==> config.mk <==
export PLATFORM = sky130hd
export DESIGN_NAME = d_frame_rx
export DESIGN_NICKNAME = d
export VERILOG_FILES = /design/src/rtl/d_frame_rx.sv
export SDC_FILE = /design/constraint.sdc
export NUM_CORES = 1
export LEC_CHECK = 0
export CELL_PAD_IN_SITES_DETAIL_PLACEMENT = 1
export CELL_PAD_IN_SITES_GLOBAL_PLACEMENT = 1
export CORE_UTILIZATION = 37
export CTS_BUF_LIST = sky130_fd_sc_hd__clkbuf_8 sky130_fd_sc_hd__clkbuf_16
export DETAILED_ROUTE_END_ITERATION = 6
export PLACE_DENSITY = 0.76
export SLEW_MARGIN = 10
export SYNTH_ARGS = -nofsm -noshare
export SYNTH_HDL_FRONTEND = slang
export SYNTH_SLANG_ARGS = --single-unit
==> constraint.sdc <==
create_clock -name clk -period 3.15 [get_ports clk]
set_input_delay 0.7875 -clock clk [delete_from_list [all_inputs] [get_ports clk]]
set_output_delay 0.7875 -clock clk [all_outputs]
set_load 0.05 [all_outputs]
==> src/rtl/d_frame_rx.sv <==
// d_frame_rx: packs FRAME_LEN consecutive D_W-bit items into one frame behind valid/ready handshakes.
// Define D_FRAME_RX_TIMEOUT_EN to drop a partial frame after TIMEOUT_CYCLES idle cycles.
module d_frame_rx #(
   parameter int FRAME_LEN      = 10,
   parameter int D_W            = 3,
   parameter int TIMEOUT_CYCLES = 16
) (
   input  logic                     clk,
   input  logic                     rst,
   input  logic                     d_valid,
   input  logic [D_W-1:0]           d_data,
   output logic                     d_ready,
   output logic                     frame_valid,
   output logic [FRAME_LEN*D_W-1:0] frame_data,
   input  logic                     frame_ready,
   output logic [3:0]               state,
   output logic                     drop_pulse
);
   typedef enum logic [3:0] {IDLE = 4'h0, COLLECT = 4'h1, FULL = 4'h2} state_t;
   localparam logic [3:0] LAST = 4'(FRAME_LEN - 1);
   if (FRAME_LEN < 2 || FRAME_LEN > 15 || TIMEOUT_CYCLES < 1 || TIMEOUT_CYCLES > 31) begin : g_bad_param
      $error("d_frame_rx: parameter out of range");
   end
   // raw bits rather than state_t so illegal encodings stay representable and recoverable
   logic [3:0]               state_q;
   logic [3:0]               cnt_q;
   logic [3:0]               slot;
   logic [FRAME_LEN*D_W-1:0] frame_q;
   logic                     valid_q;
   logic                     drop_q;
   logic                     acc;
   logic                     timeout;
   assign d_ready     = (state_q == IDLE || state_q == COLLECT) ? 1'b1 : (state_q == FULL) ? frame_ready : 1'b0;
   assign acc         = d_valid && d_ready;
   assign slot        = (state_q == COLLECT && !timeout) ? cnt_q : 4'd0;
   assign frame_valid = valid_q;
   assign frame_data  = frame_q;
   assign state       = state_q;
   assign drop_pulse  = drop_q;
`ifdef D_FRAME_RX_TIMEOUT_EN
   localparam logic [4:0] TO = 5'(TIMEOUT_CYCLES);
   logic [4:0] idle_q;
   assign timeout = state_q == COLLECT && idle_q == TO;
   always_ff @(posedge clk) begin
      if (rst) idle_q <= '0;
      else idle_q <= (state_q != COLLECT || acc || timeout) ? 5'd0 : idle_q + 5'd1;
   end
`else
   assign timeout = 1'b0;
`endif
   always_ff @(posedge clk) begin
      if (rst) begin
         state_q <= IDLE;
         cnt_q   <= '0;
         frame_q <= '0;
         valid_q <= 1'b0;
         drop_q  <= 1'b0;
      end else begin
         drop_q <= timeout;
         case (state_q)
            IDLE, COLLECT: begin
               if (acc) frame_q[slot*D_W +: D_W] <= d_data;
               if (acc && slot == LAST) begin
                  state_q <= FULL;
                  valid_q <= 1'b1;
                  cnt_q   <= '0;
               end else if (acc) begin
                  state_q <= COLLECT;
                  cnt_q   <= slot + 4'd1;
               end else if (timeout) begin
                  state_q <= IDLE;
                  cnt_q   <= '0;
               end
            end
            FULL: begin
               if (frame_ready) begin
                  valid_q <= 1'b0;
                  if (d_valid) begin
                     frame_q[D_W-1:0] <= d_data;
                     cnt_q            <= 4'd1;
                     state_q          <= COLLECT;
                  end else begin
                     state_q <= IDLE;
                  end
               end
            end
            default: begin
               state_q <= IDLE;
               cnt_q   <= '0;
               valid_q <= 1'b0;
            end
         endcase
      end
   end
endmodule

==> flow_summary.ini <==
[sta]
slew_viol_final = 0
rsz0062_at_grt = false
period_needed_ns = 2.77
hold_viol = 0
fmax_mhz = 361
holdWs_ns = 0.456
relSlewSlack_pct = 62.8
skew_ns = 0.00710
min_period_over_period_pct = 87.8
setup_viol_count_final = 0
setup_tns_ns = 0
worst_pin_slew_ns = 0.557

[detailed_routing]
num_vias = 1496
drtIter0Drc = 68
drt-pass1-iter-count = 4
drcViolationCount = 0
ant_nets = 0
wirelength_um = 4280
via_per_inst = 4.97
wire_per_inst_um = 14.2

[cts]
cts_num_sinks = 37
cts.clk_slew.worst_paths_ns = 0.07
cts_resized = 0
cts_tree = built
cts_root_buf = clkbuf_8
clock_latency_ns = 0.29
clockBufferDepth = 2
cts_buffers = 5
postCtsSetupRepairBufs = 0
cts_hold_buf = 0
htreeDepth = 2

[flow_run]
cap_violations = 0

[final_layout]
final_util_pct = 50.0
nets = 243
final_common_cell = clkdlybuf4s50_1
multi_input_area_um2 = 992
nFillCells = 554
syn2layout_area_growth_pct = 27.8
final_cell_mix = clkdlybuf4s50_1 (39), dfxtp_1 (37), nor2_1 (25)
register_area_um2 = 741
diodes = 0
instances_no_fill = 301
fin_area_um2 = 2390
drive_gt1_share_pct = 12.4

[global_routing]
grt_max_degree = 20
track_usage_pct = 17.7
antenna_found_initial = 0
grt_pass1_vias = 1424
grt_pass1_wl_um = 7080
grt.overflow.total = 0

[setup_path]
crit_path_cell_trace = clkdlybuf4s50_1, inv_1, o21ai_0, buf_12
slowest_stage = clkdlybuf4s50_1
rrSetupSlack_ns = 0.51
rr_worst_depth = 8
worst_path_largest_cell_delay_ns = 0.49
arrival_ns = 1.98
critPathKind = in -> out
endpoint_kind = primary output
worstPathMaxFanout = 3
reg2reg_to = frame_data[7]
critPathLaunchType = input pin
crit_required_ns = 2.36
reg2reg_from = state[0]

[worst_hold_path]
min_path_type = reg -> reg
hp-start = frame_data[15]
hold_end = frame_data[15]
holdPathStages = 2

[logic_synthesis]
yosysUniqueCellTypes = 43
ys.warnings.count = 0
syn_area_um2 = 1870
postSynthCellCount = 195
seq_area_frac_synth_pct = 39.6
ys_ff_latch = 37
syn_area_per_cell_um2 = 9.60
yosysTopAreaCell = dfxtp_1
netlist.area_leader.share_pct = 39.6
synthTopCellsByArea = dfxtp_1 (40%), mux2i_1 (10%), nor2_1 (5.0%)

[outcome]
outcome = finished clean

[floorplanning]
ioPinCount = 44
core_area_um2 = 4790
die-area_um2 = 5350
die_w_um = 73.1
num_rows = 25
die_h_um = 73.1
start_util_pct = 39.1

[place]
detailedPlacementHpwl_um = 3120
routabilityCongestion = 0.796
port_buffers = 40
numPlacedInstances = 293
place_area_um2 = 2300

[pwr]
irDropWorstVdd_uv = 232
power.density_nw_per_um2 = 398
p_leak_nw = 0.879
==> layout make-up <==
cell class / count / area share, %
flip-flops and latches: 37 / 31.0
clock inverters: 2 / 0.575
well taps: 67 / 3.50
clock buffers: 6 / 3.45
repair buffers: 45 / 19.2
multi-input cells: 139 / 41.5
inverters: 5 / 0.785
==> sequential cells by signal, indices dropped and copies added, names as in the netlist <==
name,cells
frame_data,30
cnt_q,4
state,2
frame_valid,1
==> critical path: cells and delay by family <==
kind | cells | cell delay, ns
buffers and inverters | 3 | 0.76
AOI/OAI and AO/OA | 1 | 0.42
==> cell families (layout without fill, tap and decap cells) <==
group	count (synthesis)	after routing	synth area share (%)
compound gates	28	28	9.09
other cells	1	3	0.200
xor+xnor	4	4	3.88
mux	19	19	10.2
buf+inv	21	58	7.82
simple gates	82	82	27.3
fa+ha+maj	3	3	2.01
flops	37	37	39.6
==> worst max-delay path by stage <==
stage,end,slack [ns],start,cells after the start
after detailed placement,d_ready,0.38,frame_ready,4
after global routing,d_ready,0.30,frame_ready,4
after global placement,d_ready,0.40,frame_ready,4
after floorplan,frame_data[6],0.31,state[0],9
after CTS,d_ready,0.38,frame_ready,4
final,d_ready,0.38,frame_ready,4
==> report_power, final <==
group          switching, W  internal (W)  total (W)
combinational     0.0000797     0.0000417   0.000121
sequential       0.00000827      0.000474   0.000482
clock              0.000172      0.000177   0.000349
==> cells in the mapped netlist <==
library cell,count
and3_2,1
nand4b_1,1
buf_2,2
mux2i_1,19
o21ai_0,3
nor2_1,25
a211o_1,1
ha_1,3
nor3_4,3
a21oi_1,17
xnor2_1,1
inv_1,5
dlygate4sd1_1,1
o2111a_1,1
nor4_4,4
nand3b_1,1
nor3_1,2
or3b_4,1
or4_1,1
or2_2,1
a31oi_1,1
conb_1,1
nand2b_4,1
xor2_1,1
a2111oi_0,1
a21o_1,1
nand2_1,18
dfxtp_1,37
nand4_1,1
nand2b_1,4
xor2_4,2
buf_4,6
or3_1,2
clkbuf_1,2
nor2b_1,2
buf_6,5
or4_4,1
nor4b_1,1
nand3_1,11
o2111ai_2,1
a21boi_0,1
o21ai_1,1
nand4bb_1,1
==> stage by stage <==
step / worst slack (ns) / total power, W
after floorplan: 0.311 / 0.000586
after global placement: 0.397 / 0.000613
after detailed placement: 0.379 / 0.000615
after CTS: 0.378 / 0.000963
after global routing: 0.303 / 0.000997
final: 0.383 / 0.000953
==> layer usage <==
layer / global-route usage [%] / wire length [um] / up-vias / part of all wire [%]
li1: - / - / 735 / -
met4: 5.23 / 31 / 0 / 0.73
met3: 5.80 / 199 / 5 / 4.7
met2: 27.9 / 2010 / 33 / 47
met1: 23.0 / 2030 / 723 / 47
met5: 0 / 0 / - / 0
Power figures use the tool's default switching activity.
